<file path="config.mk">
export PLATFORM = sky130hd
export DESIGN_NAME = sfx_playback_scheduler
export DESIGN_NICKNAME = d
export VERILOG_FILES = /design/src/rtl/sfx_pkg.sv /design/src/rtl/sfx_pace_counter.sv /design/src/rtl/sfx_playback_scheduler.sv
export SDC_FILE = /design/constraint.sdc
export NUM_CORES = 1
export LEC_CHECK = 0
export CAP_MARGIN = 20
export CORE_MARGIN = 3
export CORE_UTILIZATION = 44
export DETAILED_ROUTE_END_ITERATION = 10
export GPL_ROUTABILITY_DRIVEN = 0
export MAX_ROUTING_LAYER = met4
export PLACE_DENSITY_LB_ADDON = 0.3
export SKIP_CTS_REPAIR_TIMING = 1
export SYNTH_ARGS = -nofsm -noshare
export SYNTH_HDL_FRONTEND = slang
export SYNTH_SLANG_ARGS = --single-unit
</file>
<file path="constraint.sdc">
create_clock -name Clk -period 5.5 [get_ports Clk]
set_input_delay 1.1 -clock Clk [delete_from_list [all_inputs] [get_ports Clk]]
set_output_delay 1.1 -clock Clk [all_outputs]
set_load 0.05 [all_outputs]
</file>
<file path="src/rtl/sfx_pkg.sv">
// Shared types and default sizing for the sound-effect playback scheduler.
package sfx_pkg;

    localparam int SFX_N_SRC  = 4;
    localparam int SFX_ADDR_W = 17;
    localparam int SFX_DIV_W  = 16;
    localparam int SFX_ID_W   = $clog2(SFX_N_SRC);

    typedef enum logic [1:0] {
        IDLE,
        LOAD,
        PLAY,
        DONE
    } sfx_state_t;

endpackage

</file>
<file path="src/rtl/sfx_pace_counter.sv">
// Sample pacing counter: counts up to div and holds there; tick marks "divider elapsed".
module sfx_pace_counter
    import sfx_pkg::*;
#(
    parameter int DIV_W = SFX_DIV_W
) (
    input  logic             Clk,
    input  logic             Reset,
    input  logic             clear,
    input  logic             enable,
    input  logic [DIV_W-1:0] div,
    output logic             tick
);

    logic [DIV_W-1:0] count_reg;

    always_ff @(posedge Clk) begin
        if (Reset || clear) begin
            count_reg <= '0;
        end else if (enable && (count_reg != div)) begin
            count_reg <= count_reg + DIV_W'(1);
        end
    end

    assign tick = (count_reg == div);

endmodule

</file>
<file path="src/rtl/sfx_playback_scheduler.sv">
// Fixed-priority arbiter/stepper sharing one sample-address stream among N_SRC sound sources.
// Build option: define SFX_PREEMPT_EN to let a higher-priority request abort the clip in progress.
module sfx_playback_scheduler
    import sfx_pkg::*;
#(
    parameter int N_SRC  = SFX_N_SRC,
    parameter int ADDR_W = SFX_ADDR_W,
    parameter int DIV_W  = SFX_DIV_W,
    parameter int ID_W   = $clog2(N_SRC)
) (
    input  logic                         Clk,
    input  logic                         Reset,
    input  logic                         INIT_FINISH,
    input  logic                         data_over,
    input  logic [N_SRC-1:0]             req,
    input  logic [N_SRC-1:0][ADDR_W-1:0] req_base,
    input  logic [N_SRC-1:0][ADDR_W-1:0] req_len,
    input  logic [N_SRC-1:0][DIV_W-1:0]  req_div,
    output logic                         INIT_audio,
    output logic [ADDR_W-1:0]            sample_addr,
    output logic                         busy,
    output logic [ID_W-1:0]              active_id,
    output logic                         done,
    output logic [ID_W-1:0]              done_id
);

    sfx_state_t        state_reg;
    logic [N_SRC-1:0]  pending_reg, pending_next, clr_mask;
    logic [ID_W-1:0]   grant, active_id_reg, done_id_reg;
    logic [ADDR_W-1:0] base_reg, len_reg, offset_reg, sample_addr_reg;
    logic [DIV_W-1:0]  div_reg;
    logic              done_reg, init_audio_reg;
    logic              tick, preempt, advance, last;

    // Lowest set index wins.
    always_comb begin
        grant = '0;
        for (int i = N_SRC - 1; i >= 0; i--) begin
            if (pending_reg[i]) grant = ID_W'(i);
        end
    end

    // A new request in the same cycle as the load-clear keeps the bit set.
    always_comb begin
        clr_mask = '0;
        if (state_reg == LOAD) clr_mask[grant] = 1'b1;
        pending_next = (pending_reg & ~clr_mask) | req;
    end

`ifdef SFX_PREEMPT_EN
    logic [N_SRC-1:0] higher;
    for (genvar gi = 0; gi < N_SRC; gi++) begin : g_higher
        assign higher[gi] = pending_reg[gi] && (gi < int'(active_id_reg));
    end
    assign preempt = (state_reg == PLAY) && (|higher);
`else
    assign preempt = 1'b0;
`endif

    assign advance = (state_reg == PLAY) && !preempt && tick && data_over;
    assign last    = (offset_reg == len_reg - ADDR_W'(1));

    sfx_pace_counter #(
        .DIV_W (DIV_W)
    ) u_pace (
        .Clk    (Clk),
        .Reset  (Reset),
        .clear  ((state_reg == LOAD) || advance),
        .enable (state_reg == PLAY),
        .div    (div_reg),
        .tick   (tick)
    );

    always_ff @(posedge Clk) begin
        if (Reset) begin
            state_reg       <= IDLE;
            pending_reg     <= '0;
            sample_addr_reg <= '0;
            offset_reg      <= '0;
            base_reg        <= '0;
            len_reg         <= '0;
            div_reg         <= '0;
            active_id_reg   <= '0;
            done_reg        <= 1'b0;
            done_id_reg     <= '0;
            init_audio_reg  <= 1'b0;
        end else begin
            init_audio_reg <= 1'b1;
            pending_reg    <= pending_next;
            done_reg       <= 1'b0;
            case (state_reg)
                IDLE: begin
                    sample_addr_reg <= '0;
                    if (INIT_FINISH && (|pending_reg)) state_reg <= LOAD;
                end
                LOAD: begin
                    base_reg        <= req_base[grant];
                    len_reg         <= req_len[grant];
                    div_reg         <= req_div[grant];
                    active_id_reg   <= grant;
                    offset_reg      <= '0;
                    sample_addr_reg <= req_base[grant];
                    if (req_len[grant] == '0) begin
                        state_reg   <= DONE;
                        done_reg    <= 1'b1;
                        done_id_reg <= grant;
                    end else begin
                        state_reg <= PLAY;
                    end
                end
                PLAY: begin
                    if (preempt) begin
                        state_reg <= LOAD;
                    end else if (advance) begin
                        // Final sample: leave the address on the last sample of the clip.
                        if (last) begin
                            state_reg   <= DONE;
                            done_reg    <= 1'b1;
                            done_id_reg <= active_id_reg;
                        end else begin
                            offset_reg      <= offset_reg + ADDR_W'(1);
                            sample_addr_reg <= base_reg + offset_reg + ADDR_W'(1);
                        end
                    end
                end
                DONE: begin
                    sample_addr_reg <= '0;
                    state_reg       <= IDLE;
                end
                default: state_reg <= IDLE;
            endcase
        end
    end

    assign INIT_audio  = init_audio_reg;
    assign sample_addr = sample_addr_reg;
    assign busy        = (state_reg == LOAD) || (state_reg == PLAY);
    assign active_id   = active_id_reg;
    assign done        = done_reg;
    assign done_id     = done_id_reg;

endmodule

</file>
---- Word-level counts from Yosys, hierarchy flattened ----
Index checks and enable logic that the tools add are counted.
word-level totals
  bits of input ports ..................... 208
  register bits ........................... 112
cells by class
  add/subtract/negate cells ............... 5
  equal/unequal tests ..................... 11
  magnitude comparators ................... 2
  bitwise operators ....................... 3
  reductions and logical operators ........ 17
  muxes and demuxes ....................... 33
operator list
  cell                                                 count
  two-way mux 17 bit                                   6
  binary-select mux 17 bit (select 2 bit)              2
  one-hot mux 17 bit (3 select lines)                  1
  adder 17 x 1 -> 17 bit (second input constant)       2
  one-hot mux 17 bit (2 select lines)                  1
  binary-select mux 16 bit (select 2 bit)              1
  two-way mux 2 bit                                    10
  adder 17 bit                                         1
  == test 17 bit                                       1
  logical NOT 17 bit                                   1
  subtractor 17 x 1 -> 17 bit (second input constant)  1
  adder 16 x 1 -> 16 bit (second input constant)       1
  == test 16 bit                                       1
  two-way mux 16 bit                                   1
  != test 16 bit                                       1
  != test 2 bit (second input constant)                4
  one-hot mux 2 bit (4 select lines)                   1
  two-way mux 1 bit                                    6
  AND reduction 3 bit                                  2
  logical AND 1 bit                                    5
  AND 4 bit                                            1
  == test 2 bit (second input constant)                2
  two-way mux 4 bit                                    1
  inverter 4 bit                                       1
  other kinds (15)                                     17

---- Logic depth before layout (Yosys ltp) ----
  depth after elaboration ................. 12
  gate-level depth with buffers ........... 11
  mapped depth without buffers ............ 11

---- Hierarchy ----
A second synthesis with hierarchy kept.
second synthesis, totals
  cell total of the unflattened synthesis .. 946
  area, all modules ....................... 7592.3 µm²
modules (own cells, without submodules)
  module                  times used  area each (µm²)  sequential area each (µm²)  cells each
  sfx_playback_scheduler  1           6596.3           1921.8                      827
  sfx_pace_counter        1           996.0            320.3                       119

---- Worst setup path before layout ----
No wires, ideal clock.
  kind .................................... in2reg
  from .................................... input port req_len[62] in the netlist's numbering
  to ...................................... register done_id_reg[0], in the netlist done_id[0]
  library setup time ...................... 123 ps
  stages .................................. 8
  arrival ................................. 2781 ps
  path buffers ............................ 0
  path slack .............................. 2596 ps
  cell sequence ........................... and3b_1 o221ai_1 o311ai_0 nor4_1 or4b_1 nand2_1 nand2_1 mux2_1
between the ends
  longest elaborated chain between the ends .. 5
RTL lines
  element                                   RTL line                       source
  from (decl)                               sfx_playback_scheduler.sv:17   input logic [N_SRC-1:0][ADDR_W-1:0] req_len,
  binary-select mux 17 bit (select 2 bit)   sfx_playback_scheduler.sv:103  if (req_len[grant] == '0) begin
  two-way mux 17 bit (not written as such)  sfx_playback_scheduler.sv:103
  logical NOT 17 bit                        sfx_playback_scheduler.sv:103
  != test 2 x 1 -> 1 bit (no source line)   --
  AND reduction 4 bit (no source line)      --
  to (signal assigned)                      sfx_playback_scheduler.sv:106  done_id_reg <= grant;
  to (signal assigned)                      sfx_playback_scheduler.sv:119  done_id_reg <= active_id_reg;
  to (decl)                                 sfx_playback_scheduler.sv:29   logic [ID_W-1:0] grant, active_id_reg, done_id_reg;
No other way between the ends. The select of a mux whose other input is x is not followed.
A chain may end at the register's enable or synchronous reset.

---- Worst setup path in the final report ----
  from .................................... register pending_reg[1]
  to ...................................... register done_id_reg[0], in the netlist done_id[0]
between the ends
  longest elaborated chain between the ends .. 7
RTL lines
  element                                   RTL line                       source
  from (decl)                               sfx_playback_scheduler.sv:28   logic [N_SRC-1:0] pending_reg, pending_next, clr_mask;
  from (signal assigned)                    sfx_playback_scheduler.sv:89   pending_reg <= pending_next;
  two-way mux 2 bit * (2 in a row)          sfx_playback_scheduler.sv:39   if (pending_reg[i]) grant = ID_W'(i);
  binary-select mux 17 bit (select 2 bit)   sfx_playback_scheduler.sv:103
  two-way mux 17 bit (not written as such)  sfx_playback_scheduler.sv:103
  logical NOT 17 bit                        sfx_playback_scheduler.sv:103
  != test 2 x 1 -> 1 bit (no source line)   --
  AND reduction 4 bit (no source line)      --
Mark *: on every way between the ends. The rest lies on a longest branch, timed or not. The select of a mux whose other input is x is not followed.

==> results.tsv <==
metric	value	unit
CP Capture Type	flip-flop	
Fin. Hold Viols	0	
adder-cell share of the synthesized area	4.08	%
largest family of logic cells by synthesized area	simple AND/OR/NAND/NOR gates	
Gate Count Post-Synth	923	
ys flop type	dfxtp_1	
leak pwr	3.84	nW
vias per cell	5.70	
Sink Count	112	
syn nets	1155	
Die Footprint	0.0188	sq mm
clock-pin slew on the worst setup and hold paths	0.08	ns
Distinct cells, synth	82	
hold path endpoint	base_reg[11]$_SDFFE_PP0P_	
CTS root buffer	clkbuf_16	
Yosys reg bits	112	
CTS max path bufs	2	
largest net degree at the start of global routing	79	
CP Launch Type	flip-flop	
sequential area share after synthesis	29.7	%
RSZ-0062 raised after global routing	no	
grt total ovfl	0	
XOR/XNOR share of the synthesized area	8.59	%
Peak VDD IR	178	uV
fin crit share	61.4	%
crit-path max FO	36	
number of fill cells	1511	
die height	137	um
Post-synth EDFFs	0	
first-pass GRT wire length	37800	um
path depth of the worst reg2reg path	9	
Mapped Avg Cell Area	8.17	sq um
Setup TNS Final	0	ns
Area contributors post-synth	dfxtp_1 30%, nor2_1 7.6%, mux2i_1 4.9%	
Mapped Area	0.00754	sq mm
Synthesis Warnings	0	
Buffers on Ports	231	
DRT iter0 DRCs	529	
H-tree Lvls	3	
Critical Path AT	3.63	ns
Ports	232	
minimum clock period	3.38	ns
vias in the first global route	7281	
Core Footprint	0.0167	sq mm
drt wl/cell	17.8	um
worst skew pair latency	0.36	ns
Antenna Cells	0	
Fmax achieved	0.296	GHz
Worst Path Required	5.76	ns
R2R setup slack	2.12	ns
Pre-antenna DRT Iters	7	
Final Util	61.5	%
area grow syn2layout	36.1	%
area leader, netlist	dfxtp_1	
Yosys top cell area share	29.7	%
Worst-Margin Slew	0.923	ns
CTS Buf Count	9	
Hold Crit Class	flip-flop to flip-flop	
clk_skew	0.0120	ns
Synth Area in Compound Gates	23.0	%
starting density of the core	45.2	%
max_cap viols	0	
CTS tree	done	
Rows	47	
DP Wirelength	18600	um
initial antenna violation count	0	
hold path depth	2	
fraction of synthesized area in multiplexers	6.15	%
post-synthesis async set-or-reset flop share	0	%
Reg2Reg Capture Point	done_id[0]$_SDFFE_PP0P_	
Slew Limit Fails	0	
outcome	finished, final reports clean	
Simple-Gate Fraction of Synth Area	23.9	%
DRT antenna net count	0	
Die W	137	um
Crit Path Class	flip-flop to flip-flop	
final WL	23900	um
share of cells above drive strength 1	5.97	%
relative slew slack	38.4	%
layout net count	1350	
HP Start	base_reg[11]$_SDFFE_PP0P_	
GRT Overall Usage	25.8	%
setup violators final	0	
Pwr per Cell Area	395	mW/mm^2
drt drc	0	
worst r2r src	pending_reg[1]$_SDFF_PP0_	
Vias	7655	
-- cell type report --
class,count,area (sq um),share of cell area [%]
Tap cell,220,275,2.68
Clock inverter,7,83.8,0.817
Timing Repair Buffer,241,2380,23.2
Multi-Input combinational cell,732,4970,48.5
Sequential cell,112,2240,21.8
Clock buffer,9,225,2.19
Inverter,22,82.6,0.804
-- cells in the final DEF, fill, tap and decap left out, types with 4 or more instances in the layout --
cell type	Yosys	layout
clkdlybuf4s50_1	0	230
a221oi_1	26	26
nor3_1	18	18
nor4_1	9	9
nand2b_1	8	8
nor2b_1	8	8
nand3_1	14	14
nor4_4	4	4
mux2_2	6	6
a21o_1	9	9
mux2i_1	37	37
a21oi_1	60	60
dfxtp_1	112	112
inv_1	21	21
clkbuf_16	0	9
ha_1	23	22
nand2_1	57	57
xor2_1	33	33
o21a_1	4	4
buf_4	0	10
nor2_1	153	152
a221o_1	5	5
nand3b_1	15	15
a311oi_1	7	7
and4_1	4	4
a22oi_1	15	15
o22a_1	16	16
and2_1	10	10
a211oi_1	27	27
nand4_1	11	11
and3_1	7	7
xnor2_1	41	41
o21ai_0	27	27
a31o_2	5	5
-- how the worst max path moves through the flow --
stage / start / endpoint / slack, ns / cells after the start
floorplan: req_len[62] / done_id[0]$_SDFFE_PP0P_ / 2.60 / 8
global placement: req_len[35] / done_id[0]$_SDFFE_PP0P_ / 1.94 / 9
detailed placement: req_len[35] / done_id[0]$_SDFFE_PP0P_ / 1.87 / 9
CTS: pending_reg[1]$_SDFF_PP0_ / done_id[0]$_SDFFE_PP0P_ / 2.20 / 9
global route: len_reg[0]$_SDFFE_PP0P_ / sample_addr[15]$_SDFFE_PP0P_ / 1.88 / 10
finish: pending_reg[1]$_SDFF_PP0_ / done_id[0]$_SDFFE_PP0P_ / 2.12 / 9
-- metal layers --
metal	global-route usage (%)	wire, um	share of wire, %
met5	-	0	0
met2	41.1	11600	49
met1	34.4	10700	45
met4	7.15	433	1.8
met3	3.46	1120	4.7
-- through the flow --
stage	setup slack (ns)	cell area (sq um)	cells	power [W]	hold slack [ns]
after floorplan	2.60	7540	923	0.00276	0.450
after global placement	1.94	9950	1326	0.00332	0.467
after detailed placement	1.87	9950	1326	0.00336	0.465
after CTS	2.20	10300	1342	0.00405	0.477
after global routing	1.88	10300	1343	0.00434	0.495
final	2.12	10300	1343	0.00406	0.480
-- critical path, stage by stage (launching register included) --
cell and delay, ns:
dfxtp_1 0.31, buf_4 0.31, nor3_1 0.14, or2_1 0.47, a2111oi_1 0.68, nand4_1 0.23, or4b_1 0.60, nand2_1 0.08
nand2_1 0.09, mux2_1 0.32
-- cell families after synthesis --
| logic type | after synthesis |
|---|---|
| AND/OR/NAND/NOR | 347 |
| AO/OA/AOI/OAI | 242 |
| flip-flops | 112 |
| buffers and inverters | 79 |
| XOR/XNOR | 74 |
| multiplexers | 45 |
| adder cells (fa/ha/maj) | 24 |
-- cell usage after synthesis, drive strengths merged, types with 16 or more instances --
cell type and n:
a211oi 27, a21oi 61, a221oi 26, clkbuf 42, dfxtp 112, ha 23
inv 21, mux2i 37, nand2 57, nor2 153, nor3 20, nor4 16
o21ai 29, o22a 16, xnor2 41, xor2 33
-- where the power goes --
group	leakage [nW]	switching [W]	internal (W)
Combinational	2.77	0.00125	0.000912
Sequential	0.915	0.000183	0.00101
Clock	0.155	0.000330	0.000365
No activity file was read; power rests on OpenSTA's default activity.
